==> config.mk <==
export PLATFORM = sky130hd
export DESIGN_NAME = counter_share_arbiter
export DESIGN_NICKNAME = d
export VERILOG_FILES = /design/src/rtl/counter_share_arbiter_pkg.sv /design/src/rtl/counter_share_arbiter_step_counter.sv /design/src/rtl/counter_share_arbiter.sv
export SDC_FILE = /design/constraint.sdc
export NUM_CORES = 1
export LEC_CHECK = 0
export BUFFER_PORTS_ARGS = -buffer_cell sky130_fd_sc_hd__clkbuf_2
export CORE_MARGIN = 4
export CORE_UTILIZATION = 45
export CTS_CLUSTER_DIAMETER = 30
export CTS_CLUSTER_SIZE = 24
export DETAILED_ROUTE_END_ITERATION = 12
export HOLD_SLACK_MARGIN = 0.1
export PLACE_DENSITY = 0.73
export SYNTH_ARGS = -nofsm -noshare
export SYNTH_HDL_FRONTEND = slang
export SYNTH_HIERARCHICAL = 1
export SYNTH_SLANG_ARGS = --single-unit
==> constraint.sdc <==
create_clock -name clk -period 1.55 [get_ports clk]
set_clock_uncertainty 0.05 [all_clocks]
set_input_delay 0.2325 -clock clk [delete_from_list [all_inputs] [get_ports clk]]
set_output_delay 0.2325 -clock clk [all_outputs]
set_load 0.05 [all_outputs]
==> src/rtl/counter_share_arbiter_pkg.sv <==
// Shared types and constants for the counter_share_arbiter block.
// The optional COUNT_SAT_EN macro (saturating count) is consumed in step_counter.
package counter_arb_pkg;

  localparam int WIDTH_DEF = 4;
  localparam int LEN_W_DEF = 3;

  localparam logic DIR_UP   = 1'b1;
  localparam logic DIR_DOWN = 1'b0;

  typedef enum logic [1:0] {
    ST_IDLE = 2'd0,
    ST_RUN  = 2'd1,
    ST_DONE = 2'd2
  } state_e;

endpackage

==> src/rtl/counter_share_arbiter_step_counter.sv <==
// step_counter: WIDTH-bit up/down register advancing one unit per enabled cycle.
// Build option COUNT_SAT_EN: when defined the count clamps at 0 and all-ones,
// otherwise it wraps modulo 2^WIDTH. Steps at a clamp still consume the cycle.
module step_counter
  import counter_arb_pkg::*;
#(
  parameter int WIDTH = WIDTH_DEF
) (
  input  logic             clk,
  input  logic             rst,
  input  logic             en_i,
  input  logic             up_i,
  output logic [WIDTH-1:0] count_o
);

  localparam logic [WIDTH-1:0] ONE = WIDTH'(1);
  localparam logic [WIDTH-1:0] MAX = '1;

  logic [WIDTH-1:0] count_q;
  logic [WIDTH-1:0] count_d;

  // Next count: hold, or one step in the latched direction (wrap or clamp).
  always_comb begin
    count_d = count_q;
    if (en_i) begin
      if (up_i == DIR_UP) begin
`ifdef COUNT_SAT_EN
        if (count_q != MAX) count_d = count_q + ONE;
`else
        count_d = count_q + ONE;
`endif
      end else begin
`ifdef COUNT_SAT_EN
        if (count_q != '0) count_d = count_q - ONE;
`else
        count_d = count_q - ONE;
`endif
      end
    end
  end

  // Count register, cleared immediately by reset.
  always_ff @(posedge clk or posedge rst) begin
    if (rst) count_q <= '0;
    else     count_q <= count_d;
  end

  assign count_o = count_q;

endmodule

==> src/rtl/counter_share_arbiter.sv <==
// counter_share_arbiter: two requesters share one up/down step counter.
// A grant runs a whole burst of len steps; round-robin between requesters.
// Handshake: req is a level sampled only in IDLE; gnt is held from the
// cycle after the sampling edge through the single DONE cycle, in which
// done[owner] pulses. dir/len are latched at grant and ignored afterwards.
// Optional build macro COUNT_SAT_EN selects saturating count (see step_counter).
module counter_share_arbiter
  import counter_arb_pkg::*;
#(
  parameter int WIDTH = WIDTH_DEF,
  parameter int LEN_W = LEN_W_DEF
) (
  input  logic             clk,
  input  logic             reset,
  input  logic [1:0]       req,
  input  logic [1:0]       dir,
  input  logic [LEN_W-1:0] len0,
  input  logic [LEN_W-1:0] len1,
  output logic [1:0]       gnt,
  output logic [1:0]       done,
  output logic [WIDTH-1:0] count,
  output logic             busy,
  output logic             owner
);

  localparam logic [LEN_W-1:0] LEN_ONE = LEN_W'(1);

  state_e           state_q, state_d;
  logic [1:0]       gnt_q, gnt_d;
  logic             owner_q, owner_d;
  logic             dir_q, dir_d;
  logic [LEN_W-1:0] rem_q, rem_d;

  logic             win;
  logic [LEN_W-1:0] win_len;
  logic             step_en;

  // Round-robin pick: on a tie the requester that did not own last wins.
  always_comb begin
    if (req == 2'b11) win = ~owner_q;
    else              win = req[1];
    win_len = win ? len1 : len0;
  end

  // FSM next-state, grant, owner and remaining-step bookkeeping.
  always_comb begin
    state_d = state_q;
    gnt_d   = gnt_q;
    owner_d = owner_q;
    dir_d   = dir_q;
    rem_d   = rem_q;
    unique case (state_q)
      ST_IDLE: begin
        if (req != 2'b00) begin
          gnt_d   = win ? 2'b10 : 2'b01;
          owner_d = win;
          dir_d   = dir[win];
          rem_d   = win_len;
          state_d = (win_len == '0) ? ST_DONE : ST_RUN;
        end
      end
      ST_RUN: begin
        rem_d = rem_q - LEN_ONE;
        if (rem_q == LEN_ONE) state_d = ST_DONE;
      end
      ST_DONE: begin
        gnt_d   = 2'b00;
        state_d = ST_IDLE;
      end
      default: begin
        gnt_d   = 2'b00;
        state_d = ST_IDLE;
      end
    endcase
  end

  // Arbiter state registers; owner resets to 1 so requester 0 wins first.
  always_ff @(posedge clk or posedge reset) begin
    if (reset) begin
      state_q <= ST_IDLE;
      gnt_q   <= 2'b00;
      owner_q <= 1'b1;
      dir_q   <= DIR_DOWN;
      rem_q   <= '0;
    end else begin
      state_q <= state_d;
      gnt_q   <= gnt_d;
      owner_q <= owner_d;
      dir_q   <= dir_d;
      rem_q   <= rem_d;
    end
  end

  assign step_en = (state_q == ST_RUN);

  step_counter #(.WIDTH(WIDTH)) u_step_counter (
    .clk     (clk),
    .rst     (reset),
    .en_i    (step_en),
    .up_i    (dir_q),
    .count_o (count)
  );

  assign gnt   = gnt_q;
  assign owner = owner_q;
  assign busy  = (state_q != ST_IDLE);
  assign done  = (state_q == ST_DONE) ? (owner_q ? 2'b10 : 2'b01) : 2'b00;

endmodule

==> flow_metrics.py <==
metrics = {
    "critical_path": {
        "r2r_end": "u_step_counter/count_o[3]$_DFFE_PP0P_",
        "rr_worst_depth": 4,
        "worst_setup_path_start_kind": "flip-flop",
        "worstSetupEndpointType": "output port",
        "required_ns": 1.27,
        "regToRegSetupSlack_ns": 0.04,
        "arrival_ns": 1.24,
        "r2r-start": "u_step_counter/count_o[2]$_DFFE_PP0P_",
        "critPathMaxFanout": 4,
        "critPathKind": "reg -> out",
    },
    "floorplan": {
        "num_rows": 15,
        "die_area_mm2": 0.002608,
        "start_util_pct": 47.81,
        "die_w_um": 51.07,
        "die_h_um": 51.07,
        "ios": 22,
        "core-area_mm2": 0.001745,
    },
    "clock_tree": {
        "cts.clk_slew.worst_paths_ns": 0.08,
        "cts_tree": "built",
        "root_buffer": "clkbuf_4",
        "cts.path.max_buffers": 2,
        "cts_buffers": 3,
        "htreeDepth": 1,
        "clkSinkCount": 13,
        "clkLatencyLatePin_ns": 0.28,
    },
    "grt": {
        "antenna_found_initial": 0,
        "grt.overflow.total": 0,
        "grtUsageTotal_pct": 17.35,
        "grt_pass1_vias": 807,
        "grt_start_max_net_pins": 11,
        "grt_pass1_wl_um": 3339,
    },
    "synthesis": {
        "ys_types": 34,
        "synthCells": 85,
        "ys.flop_type": "dfrtp_1",
        "synth-edff-count": 0,
        "syn_avg_cell_area_um2": 9.818,
        "synthesis.nets": 102,
        "async_reset_ff_share_pct": 100.0,
        "ys_warn_count": 6,
        "ys_ff_latch": 13,
        "seq_area_frac_synth_pct": 39.13,
        "synth_area_um2": 834.6,
    },
    "cells_and_area": {
        "n_antenna_cell": 0,
        "layout.nets": 136,
        "fillers": 150,
        "layout-drive-gt1-share_pct": 39.83,
        "syn_to_final_growth_pct": 35.08,
        "layout_commonest_cell": "clkbuf_2",
        "final_cell_mix": "18 x clkbuf_2, 8 x inv_1, 8 x dfrtp_1",
        "layout.cells.non_filler": 143,
        "final_util_pct": 64.59,
    },
    "sta": {
        "rsz0062_at_grt": "yes",
        "maxSlewViolCount": 0,
        "finalCritPeriodShare_pct": 98.15,
        "relSlewSlack_pct": 74.15,
        "hold_violations": 0,
        "final-setup-viol-count": 0,
        "fmax_mhz": 657.3,
        "final.min_clock_period_ns": 1.521,
        "tightest_slew_ns": 0.3851,
    },
    "pwr": {
        "p_leak_nw": 0.5219,
        "powerDensity_mw_per_mm2": 2502,
        "vdd_drop_max_uv": 1129,
    },
    "drt": {
        "drtIter0Drc": 10,
        "routedWlPerCell_um": 13.02,
        "viasPerCell": 5.476,
        "ant_nets": 0,
        "finalWirelength_um": 1862,
        "first_pass_iters": 4,
        "drc_errors": 0,
        "num_vias": 783,
    },
    "placed_design": {
        "hpwl_um": 1364,
        "dpl.cell_count": 135,
        "io_buffers": 21,
        "gp_congestion": 0.8077,
    },
    "hold_path": {
        "whs_path_depth": 3,
        "hold_end": "dir_q$_DFFE_PP0P_",
        "hp-class": "in -> reg",
        "hp-start": "dir[1]",
    },
    "run_status": {
        "status": "complete, no violations",
    },
    "flow_run": {
        "cap_violations": 0,
    },
}
## metrics by stage
step	setup TNS [ns]	instance area [µm²]	total power, mW	hold WS (ns)	setup slack, ns
finish	0	1127	2.820	0.1444	0.02861
detailed placement	0	1026	2.452	0.06661	0.04418
CTS	0	1110	2.766	0.1470	0.004114
floorplan	-0.03559	863.3	2.042	-0.05162	-0.03559
global route	-0.02784	1127	3.043	0.1442	-0.01510
global placement	0	1026	2.404	0.06437	0.07611
## critical path: stages, from the launching register on
cell,delay (ns)
dfrtp_2,0.44
buf_6,0.13
and3b_2,0.24
buf_8,0.14
## Yosys cell counts (2+ instances only)
cell type | number | area, µm²
a21oi_1 | 6 | 30.03
dfrtp_1 | 12 | 300.3
ha_1 | 4 | 50.05
inv_1 | 10 | 37.54
mux2i_1 | 5 | 50.05
nand2b_1 | 4 | 25.02
nand3_1 | 6 | 30.03
nor2_1 | 3 | 11.26
nor3_1 | 2 | 10.01
nor3b_1 | 2 | 15.01
o211ai_1 | 5 | 37.54
o21ai_1 | 3 | 15.01
o221ai_1 | 2 | 17.52
## flip-flops by register name, summed over array words and instances, names as in the netlist
signal and cells:
rem_q 3, gnt 2, dir_q 1, state_q 2
u_step_counter/count_o 4, owner 1
## what timing repair did
item	4_1_cts	5_1_grt
buffers inserted	2	1
hold buffers	1	0
endpoints found under the setup margin	3	4
pin swaps	0	4
hold endpoints to repair	12	0
gates resized for setup	8	5
## worst max path at each step
stage / startpoint / to / depth (start not counted)
after floorplan: u_step_counter/count_o[2]$_DFFE_PP0P_ / u_step_counter/count_o[3]$_DFFE_PP0P_ / 4
after global placement: dir_q$_DFFE_PP0P_ / u_step_counter/count_o[3]$_DFFE_PP0P_ / 5
after detailed placement: dir_q$_DFFE_PP0P_ / u_step_counter/count_o[3]$_DFFE_PP0P_ / 5
after CTS: state_q[0]$_DFFE_PP0P_ / done[1] / 3
after global routing: state_q[0]$_DFFE_PP0P_ / done[1] / 3
final: state_q[0]$_DFFE_PP0P_ / done[1] / 3
## report_power, final
group / switching (mW) / internal [mW]
clock network: 0.115 / 0.100
registers: 0.163 / 0.542
logic: 1.10 / 0.797
## area by class of cell
type	count	area, µm²	area share, %
multi-input cells	60	486.7	43.17
flip-flops and latches	13	331.6	29.41
repair buffers	30	210.2	18.65
inverters	11	41.29	3.663
well taps	25	31.28	2.775
clock buffers	4	26.28	2.331
## cells by family after synthesis
kind of cell | Yosys count | share of synthesized area [%]
adder cells (fa/ha/maj) | 5 | 8.396
multiplexers | 6 | 7.346
XOR/XNOR | 2 | 2.099
flip-flops | 13 | 39.13
AND/OR/NAND/NOR | 24 | 16.94
AO/OA/AOI/OAI | 23 | 19.79
buffers and inverters | 12 | 6.297
## layer usage
| metal | track usage, % | wire [µm] | part of all wire [%] | vias to the layer above |
|---|---|---|---|---|
| li1 | - | - | - | 378 |
| met1 | 19.23 | 793 | 43 | 376 |
| met2 | 29.83 | 928 | 50 | 25 |
| met3 | 4.956 | 104 | 5.6 | 4 |
| met4 | 8.969 | 36 | 1.9 | 0 |
| met5 | 0 | 0 | 0 | - |
No activity file was read; power rests on OpenSTA's default activity.
